### src/rtl/print_pkg.sv
// Shared types and ASCII helpers for the print serializer.
package print_pkg;

  typedef enum logic [1:0] {
    IDLE = 2'd0,
    SEND = 2'd1,
    DONE = 2'd2
  } state_t;

  localparam logic [7:0] ASCII_0 = 8'h30;
  localparam logic [7:0] ASCII_A = 8'h41;

  // Map one nibble to its uppercase ASCII hex character.
  function automatic logic [7:0] hex_char(input logic [3:0] nibble);
    logic [7:0] n8;
    n8 = {4'h0, nibble};
    if (nibble < 4'd10) return ASCII_0 + n8;
    return ASCII_A + n8 - 8'd10;
  endfunction

endpackage

### src/rtl/print_serializer.sv
// TX-path serializer: emits a 1..NBYTES byte word one character per
// valid/ready transfer, LE or BE byte order, raw or ASCII-hex encoding.
module print_serializer
  import print_pkg::*;
#(
  parameter  int NBYTES = 4,
  localparam int LW     = $clog2(NBYTES)
) (
  input  logic                  clk_tx,
  input  logic                  rst_n,
  input  logic                  req_tx,
  input  logic [8*NBYTES-1:0]   dout_tx,
  input  logic [LW-1:0]         len_tx,
  input  logic                  order_tx,
  input  logic                  hex_tx,
  input  logic                  rdy_tx,
  output logic                  vld_tx,
  output logic [7:0]            d_tx,
  output logic                  ack_tx,
  output logic                  busy_tx
);

  state_t              state;
  logic [8*NBYTES-1:0] word_q;
  logic [LW-1:0]       len_q;
  logic                order_q;
  logic                hex_q;
  logic [LW-1:0]       idx;
  logic                phase;

  logic [LW-1:0]       next_idx;
  logic                next_phase;
  logic                last;
  logic                accept;
  logic [7:0]          first_char;
  logic [7:0]          next_char;

  // Character for a given byte index / nibble phase of a word.
  function automatic logic [7:0] pick_char(
    input logic [8*NBYTES-1:0] word,
    input logic [LW-1:0]       len,
    input logic                order,
    input logic                hex,
    input logic [LW-1:0]       index,
    input logic                nib_lo
  );
    logic [LW-1:0] sel;
    logic [7:0]    byte_val;
    sel      = order ? (len - index) : index;
    byte_val = word[{sel, 3'b000} +: 8];
    if (!hex) return byte_val;
    return nib_lo ? hex_char(byte_val[3:0]) : hex_char(byte_val[7:4]);
  endfunction

  assign accept = (state == IDLE) && req_tx;

  // Next character position and the byte/nibble select mux.
  always_comb begin
    next_idx   = idx;
    next_phase = 1'b0;
    if (hex_q && !phase) begin
      next_phase = 1'b1;
    end else begin
      next_idx = idx + 1'b1;
    end
    last       = (idx == len_q) && (!hex_q || phase);
    first_char = pick_char(dout_tx, len_tx, order_tx, hex_tx, '0, 1'b0);
    next_char  = pick_char(word_q, len_q, order_q, hex_q, next_idx, next_phase);
  end

  // Request fields are captured on the accept edge so inputs may change afterwards.
  always_ff @(posedge clk_tx) begin
    if (accept) begin
      word_q  <= dout_tx;
      len_q   <= len_tx;
      order_q <= order_tx;
      hex_q   <= hex_tx;
    end
  end

  // Control FSM with registered outputs.
  always_ff @(posedge clk_tx or negedge rst_n) begin
    if (!rst_n) begin
      state   <= IDLE;
      vld_tx  <= 1'b0;
      d_tx    <= 8'h00;
      ack_tx  <= 1'b0;
      busy_tx <= 1'b0;
      idx     <= '0;
      phase   <= 1'b0;
    end else begin
      case (state)
        IDLE: begin
          ack_tx <= 1'b0;
          if (req_tx) begin
            state   <= SEND;
            vld_tx  <= 1'b1;
            d_tx    <= first_char;
            busy_tx <= 1'b1;
            idx     <= '0;
            phase   <= 1'b0;
          end
        end
        SEND: begin
          if (vld_tx && rdy_tx) begin
            if (last) begin
              vld_tx <= 1'b0;
              ack_tx <= 1'b1;
              state  <= DONE;
            end else begin
              idx   <= next_idx;
              phase <= next_phase;
              d_tx  <= next_char;
            end
          end
        end
        DONE: begin
          ack_tx  <= 1'b0;
          busy_tx <= 1'b0;
          state   <= IDLE;
        end
        default: begin
          state   <= IDLE;
          vld_tx  <= 1'b0;
          ack_tx  <= 1'b0;
          busy_tx <= 1'b0;
        end
      endcase
    end
  end

endmodule
### config.mk
export PLATFORM = sky130hd
export DESIGN_NAME = print_serializer
export DESIGN_NICKNAME = d
export VERILOG_FILES = /design/src/rtl/print_pkg.sv /design/src/rtl/print_serializer.sv
export SDC_FILE = /design/constraint.sdc
export NUM_CORES = 1
export LEC_CHECK = 0
export CAP_MARGIN = 5
export CORE_MARGIN = 5
export CORE_UTILIZATION = 45
export CTS_BUF_LIST = sky130_fd_sc_hd__clkbuf_4
export CTS_CLUSTER_DIAMETER = 60
export DETAILED_ROUTE_END_ITERATION = 7
export GPL_TIMING_DRIVEN = 0
export PLACE_DENSITY = 0.7
export SLEW_MARGIN = 20
export SYNTH_ARGS = -nofsm -noshare
export SYNTH_HDL_FRONTEND = slang
export SYNTH_SLANG_ARGS = --single-unit
### constraint.sdc
create_clock -name clk_tx -period 8.7 [get_ports clk_tx]
set_input_delay 2.175 -clock clk_tx [delete_from_list [all_inputs] [get_ports clk_tx]]
set_output_delay 2.175 -clock clk_tx [all_outputs]
set_load 0.01 [all_outputs]
# Yosys cells after proc, flatten, opt, wreduce, memory -nomap -nowiden
# Index checks and enable logic that the tools add are counted.
[totals]
reg_bits = 52
input_bits = 40
out_inout_bits = 11
elab_cells = 93
[op_classes]
n_addsub = 11
magnitude_cmp = 3
n_eq_ne = 7
shift = 2
n_mux = 43
bitwise_logic = 2
reduce_logical = 14
[op_table]
columns = ["op", "count"]
rows = [
  ["$mux 8", 12],
  ["$shiftx 32x6->8", 2],
  ["$add 7x4->8 const A", 3],
  ["$sub 8x4->8 const B", 3],
  ["$add 6x4->7 const A", 3],
  ["$mux 2", 9],
  ["$mux 1", 16],
  ["$pmux 8 s2", 1],
  ["$lt 4x4->1 const B", 3],
  ["$ne 2x2->1 const B", 4],
  ["$pmux 2 s2", 2],
  ["$reduce_and 4->1", 2],
  ["$logic_and 1x1->1", 4],
  ["$pmux 1 s2", 2],
  ["$reduce_and 2->1", 2],
  ["$pmux 1 s3", 1],
  ["$reduce_and 3->1", 1],
  ["$add 2x1->2 const B", 1],
  ["$eq 2x1->1 const B", 1],
  ["$eq 2x2->1", 1],
  ["$eq 2x2->1 const B", 1],
  ["$logic_not 1->1", 2],
  ["$logic_not 2->1", 1],
  ["$not 1->1", 2],
  ["other kinds (3)", 3],
]

# Depth between registers and ports, before layout
[depth]
depth_word = 15
mapped_depth = 15
depth_no_buf = 14

# Least setup slack after synthesis
# OpenSTA, ideal clock, no wires.
[synth_path]
path_kind = "input -> register"
startpoint = "input len_tx[0]"
endpoint = "register d_tx[2]"
setup_ps = 124
arrival_ps = 3954
required_ps = 8576
slack_ps = 4622
path_stages = 8
path_buffers = 1
path_cell_list = "buf_2 -> o21ai_1 -> a22o_1 -> a21boi_0 -> nand2_1 -> xor2_1 -> a311oi_1 -> o2bb2ai_1"
[synth_between]
elab_chain_len = 9
word_cells_on_any_way = 13
classes_between = "3 x add/sub; 1 x order compare; 1 x shift; 8 x mux"
[synth_lines]
columns = ["element", "line", "source"]
rows = [
  ["start, declared", "print_serializer.sv:13", "input logic [LW-1:0] len_tx,"],
  ["$mux 2 (*)", "print_serializer.sv:49", "sel = order ? (len - index) : index;"],
  ["$shiftx 32x6->8 (*)", "print_serializer.sv:50", "byte_val = word[{sel, 3'b000} +: 8];"],
  ["branches (longest 4 deep; another with $add 7x4->8)", "--", ""],
  ["$mux 8 (*)", "print_serializer.sv:52", "return nib_lo ? hex_char(byte_val[3:0]) : hex_char(byte_val[7:4]);"],
  ["$mux 8 (*)", "print_serializer.sv:95", "if (req_tx) begin"],
  ["$pmux 8 s2 (*)", "print_serializer.sv:92", "case (state)"],
  ["end signal, assigned", "print_serializer.sv:98", "d_tx <= first_char;"],
  ["end signal, assigned", "print_serializer.sv:113", "d_tx <= next_char;"],
  ["end, declared", "print_serializer.sv:18", "output logic [7:0] d_tx,"],
]
# Every way passes the cells marked *. The select of a mux whose other input is x is not followed.
# A chain may end at the register's enable or synchronous reset.

# Worst setup path in the final report
# Ends and elaborated chain as after synthesis.

==> metrics.txt <==
status completed; CTS Sinks 52; max-cap violations 0; clock root buffer clkbuf_4; vias per inst 5.85; via count 2122; hold slack 0.524 ns; CTS H-tree depth 2; R2R setup slack 4.92 ns; Tcrit/Tclk final 55.2%; Worst Setup EP d_tx[2]; WP buf/inv 2; core area 5960 µm²; GRT Overall Usage 18.3%; final setup fails 0; cells on worst reg2reg path 13; syn_area_per_cell 12.0 µm²; RSZ-0062 raised after global routing no; hold buffer count at CTS 0; Layout Nets 331; Slew @ Worst Pin 0.757 ns; timing startpoint of the critical path len_tx[0]; slowest cell on the critical path a21boi_0; number of synthesized flops with an enable pin 36; initial core utilization 46.4%; initial antenna violation count 0; Syn Std Cell Area 2760 µm²; Pwr Total 1100 µW; TritonRoute pass-1 iters 4; # fillers 527; DP HPWL 4830 µm; Post-Route WL 6380 µm; Worst-path clk slew 0.15 ns; Cell Rows 28; Area after DPL 3360 µm²; layout cells sized above 1 10.1%; critical-path cell list clkdlybuf4s50_1 > buf_2 > o21ai_1 > a22oi_1 > a21boi_0 > nand2_1 > xor2_1 > a311oi_1 > o2bb2ai_1; P&R area growth vs syn 23.8%; Final Hold Viols 0; CP Max Fanout 10; most common cell after layout, fill and taps aside clkdlybuf4s50_1; register area share after synthesis 53.6%; die area 7800 µm²; Setup TNS 0 ns; Levels on crit path 9; Cell variety after synth 50; Slew headroom 49.4%; gpl congestion 0.849; I/O pin count 51; Die H 88.3 µm; worst min path class register to register; startpoint types primary input; TritonCTS clock tree done; end-of-flow core utilization 57.4%; YS warnings 0; multi-input logic area 1180 µm²; Pwr Density 322 nW/µm²; drc violations 0; Final ANT Viol Nets 0; Resize count post-CTS 0; WL/cell 17.6 µm; required time at the worst-slack endpoint 8.98 ns; vias in the first global route 2227; first-pass GRT wire length 10700 µm; fraction of registers with async set/reset 30.8%; Fin Clk Skew 0.0106 ns; ys flop type edfxtp_1; most frequent cells in the layout 50 x clkdlybuf4s50_1, 36 x edfxtp_1, 21 x nor2_1; setup bufs post-CTS 0; Die X 88.3 µm; CTS Buf Count 5; Worst R2R End d_tx[6]; post-synthesis instance total 230; clk_lat worst skew 0.39 ns; Slew Viols, Final 0; n_diodes 0; Final Instance Area 3420 µm²; worst reg2reg startpoint hex_q; Tmin final 4.80 ns; kind of cell adding the most delay to the critical path compound AO/OA/AOI/OAI gates; crit path kind primary input to register; GR Overflow Total 0; FF/Latch Area 1480 µm²; crit-path max cell delay 0.59 ns; largest net degree at the start of global routing 38; syn nets 274; Leak 0.00127 µW; PortBufs 50; DR iter-0 viols 127; #FFs+latches synth 52; buffer depth of the longest clock path 2; Max VDD drop 0.227 mV; CP endpoint kind register; fmax 0.208 GHz; CP arrival 5.08 ns
## synth_stat cells, types with 5 or more instances
library cell,count,area share [%]
a31oi_1,6,1.4
a22o_1,9,2.9
nand2_1,14,1.9
mux4_2,5,4.1
dfrtp_1,16,14
mux2_2,7,2.9
o21ai_0,11,2.0
a21oi_1,9,1.6
nor2_1,21,2.9
inv_1,12,1.6
edfxtp_1,36,39
mux2i_1,8,2.9
clkbuf_1,7,0.95
## metal layers
layer | global-route usage (%) | up-vias | part of all wire, %
li1 | - | 1007 | -
met1 | 23.5 | 1032 | 43
met2 | 30.9 | 72 | 49
met3 | 3.82 | 11 | 5.8
met4 | 5.77 | 0 | 2.1
met5 | 0 | - | 0
## sequential cells by signal, summed over array words and instances (netlist names)
register,cells
d_tx,8
order_q,1
hex_q,1
busy_tx,1
state,2
len_q,2
vld_tx,1
phase,1
word_q,32
ack_tx,1
idx,2
## cell families after synthesis
group / count (synthesis) / synth area share, %
multiplexers: 21 / 10.8
flip-flops: 52 / 53.6
adder cells (fa/ha/maj): 4 / 1.81
XOR/XNOR: 7 / 2.81
AO/OA/AOI/OAI: 72 / 18.8
buffers and inverters: 22 / 3.58
AND/OR/NAND/NOR: 52 / 8.52
## worst register-to-register path: cells and delay by family, from the launching register on
kind	cells	cell delay, ns
DFF	1	0.53
buffers and inverters	2	0.22
and+or+nand+nor	3	0.59
muxes	1	0.28
adders and majority gates	2	0.60
AOI/OAI and AO/OA	5	1.46
## cell type report
class	count	share of cell area, %
inverters	12	1.32
clock inverters	3	0.732
multi-input cells	156	34.6
flip-flops and latches	52	43.3
well taps	75	2.75
repair buffers	50	14.6
clock buffers	5	1.10
plain buffers	10	1.57
## worst min-delay path by stage
| stage | slack (ns) | to | start | depth (start not counted) |
|---|---|---|---|---|
| after floorplan | 0.47 | state[0] | state[1] | 1 |
| after global placement | 0.48 | ack_tx | ack_tx | 2 |
| after detailed placement | 0.49 | ack_tx | ack_tx | 2 |
| after CTS | 0.53 | ack_tx | ack_tx | 2 |
| after global routing | 0.56 | vld_tx | vld_tx | 2 |
| final | 0.52 | ack_tx | ack_tx | 2 |
## power by group
part / switching [µW] / total, µW / internal (µW)
Combinational: 341 / 617 / 277
Sequential: 30.3 / 363 / 333
Clock: 85.0 / 119 / 33.7
Total: 456 / 1100 / 643
## per-stage QoR
stage	worst slack, ns	cells
floorplan	4.62	230
global placement	3.54	355
detailed placement	3.46	355
CTS	3.89	363
global route	3.63	363
finish	3.90	363
Note: power is estimated with default switching activity, not from simulation.
==> RTL edit: new RTL, same flow settings <==
The 3 states of `state_t` get a one-hot encoding in 3 bits.
--- a/src/rtl/print_pkg.sv
+++ b/src/rtl/print_pkg.sv
@@ -1,10 +1,10 @@
 // Shared types and ASCII helpers for the print serializer.
 package print_pkg;
 
-  typedef enum logic [1:0] {
-    IDLE = 2'd0,
-    SEND = 2'd1,
-    DONE = 2'd2
+  typedef enum logic [2:0] {
+    IDLE = 3'b001,
+    SEND = 3'b010,
+    DONE = 3'b100
   } state_t;
 
   localparam logic [7:0] ASCII_0 = 8'h30;
Behaviour: same outputs for any inputs over 10 cycles, from zero or initial values and one cycle with rst_n low; not proved beyond that.
==> RTL edit against the unedited design <==
Power up 0.94%; setup slack better by 0.079 ns; cell area increased by 3.7%; area after synthesis rose by 3.4%; sequential cell count up 1; wire length decreased by 0.39%; sequential power rose by 6.3%; global-route usage fell by 1.3 points; synthesized cell count increased by 4.8%.
==> RTL edit: results (changes against the unedited design) <==
| Metric | Value |
|---|---|
| Worst-skew pair later-pin latency | 0.37 ns (-0.02 ns) |
| Vias/cell | 5.727 (-2.0%) |
| Synth top area cells | edfxtp_1 38%, dfrtp_1 14%, mux4_2 6.3%, mux2_2 3.9%, a22o_1 3.4% |
| Register area share after synthesis | 52.83% (-0.82 points) |
| H-tree Lvls | 2 (unchanged) |
| Initial antenna violation count | 0 (unchanged) |
| LEAKAGE | 0.001321 uW (+4.4%) |
| Number of flops mapped to enable cells by yosys | 36 (unchanged) |
| Largest net degree at the start of global routing | 26 (-32%) |
| Worst reg-to-reg path cell count | 16 (+3) |
| Least-Margin Pin Slew | 0.7810 ns (+0.02357 ns) |
| GRT Util Overall | 16.91% (-1.3 points) |
| Dpl hpwl | 4844 um (+0.37%) |
| First-pass GRT wire length | 10,230 um (-4.8%) |
| Vias in the first global route | 2,104 (-5.5%) |
| Synth cell types | 45 (-10%) |
| Top FF cell, synth | edfxtp_1 |
| Max Root-Sink Buffers | 2 (unchanged) |
| Post-synth ARST share | 32.08% (+1.3 points) |
| First DRT Iteration DRCs | 231 (+82%) |
| # Post-CTS Setup Buffers | 0 (unchanged) |
| Drt wl/cell | 16.87 um (-4.1%) |
| Status | complete, no violations |
| Port Buffers | 50 (unchanged) |
| Cts repair resizes | 0 (unchanged) |
| Drt pass-1 iters | 4 (unchanged) |
| GPL Wtd Cong | 0.8767 (+3.3%) |
| Syn nets | 285 (+4.0%) |
| Worst stage delay on the critical path | 0.52 ns (-0.07 ns) |
| Clk_skew | 0.01022 ns (-0.0003520 ns) |
| Fill count | 563 (+6.8%) |
| Worst VDD drop | 0.1434 mV (-37%) |
| Slowest cell on crit path | clkdlybuf4s50_1 |
| Top Registers | word_q x32, d_tx x8, state x3 |
| Final nets | 343 (+3.6%) |
| HP Class | reg -> reg |
| Worst-path clk slew | 0.13 ns (-0.02 ns) |
| Share of post-route cells with drive strength above 1 | 11.33% (+1.3 points) |
| Worst hold path depth | 2 (unchanged) |
| Crit path DAT | 4.98 ns (-0.10 ns) |
| Post-synth top cells | 36 x edfxtp_1, 21 x nor2_1, 16 x dfrtp_1, 16 x nand2_1, 13 x inv_1 |
| Yosys warns | 0 (unchanged) |
[RTL edit: changes by cell type after synthesis, moves of 3 or more]
cell,before,now
mux2_2,7,10
mux2i_1,8,3
o21ai_1,2,5
a21o_1,0,4
a211oi_1,4,1
mux4_2,5,8
o22ai_1,4,0
a21oi_1,9,12
[RTL edit: critical path, delay by kind of cell]
kind                      cells  cell delay (ns)
xor gates and xnor gates      1             0.18
buffers and inverters         2             1.00
muxes                         1             0.40
AOI/OAI and AO/OA             6             1.22
[RTL edit: path summary, 6_finish.rpt]
| check | from | to | slack, ns |
|---|---|---|---|
| hold reg to reg | d_tx[5] | d_tx[5] | 0.50 |
| hold / removal | d_tx[5] | d_tx[5] | 0.50 |
| setup reg to reg | phase | d_tx[6] | 5.04 |
| max in group asynchronous | rst_n | d_tx[6] | 5.97 |
| min in group asynchronous | rst_n | d_tx[7] | 2.24 |
| setup / recovery | len_tx[0] | d_tx[0] | 3.98 |
[RTL edit: area by class of cell]
type	count	area, um2	share of cell area [%]
Multi-Input combinational cell	164	1249	35.24
Timing Repair Buffer	51	528.0	14.90
Clock buffer	7	52.55	1.483
Clock inverter	1	5.005	0.1412
Sequential cell	53	1508	42.55
Tap cell	77	96.34	2.719
Buffer	11	56.30	1.589
Inverter	13	48.80	1.377
[RTL edit: cells by family after synthesis]
kind of cell    count (synthesis)  synth area share [%]
simple gates                   57                 9.294
fa+ha+maj                       4                 1.754
compound gates                 75                 18.50
flops                          53                 52.83
xor+xnor                        7                 2.631
mux                            21                 11.31
buf+inv                        24                 3.683
[RTL edit: power by group]
| part | switching (uW) | internal [uW] | total, uW |
|---|---|---|---|
| Combinational | 327 | 285 | 613 |
| Clock | 73.1 | 37.9 | 111 |
| Sequential | 35.2 | 351 | 386 |
[RTL edit: stage by stage]
stage	std cells	setup slack (ns)	util [%]	cell area, um2
4_1_cts	377	3.967	56.78	3543
3_3_place_gp	368	3.139	55.29	3451
6_report	377	3.978	56.78	3543
2_1_floorplan	241	4.407	-	2854
3_5_place_dp	369	3.574	55.85	3486
5_1_grt	377	3.706	56.78	3543
[RTL edit: layer usage]
metal | share of wire (%) | wire (um) | track usage (%) | vias up
li1 | - | - | - | 1047
met1 | 45 | 2873 | 23.13 | 1046
met2 | 48 | 3057 | 27.93 | 60
met3 | 5.8 | 370 | 3.285 | 6
met4 | 0.90 | 57 | 3.924 | 0
met5 | 0 | 0 | 0 | -
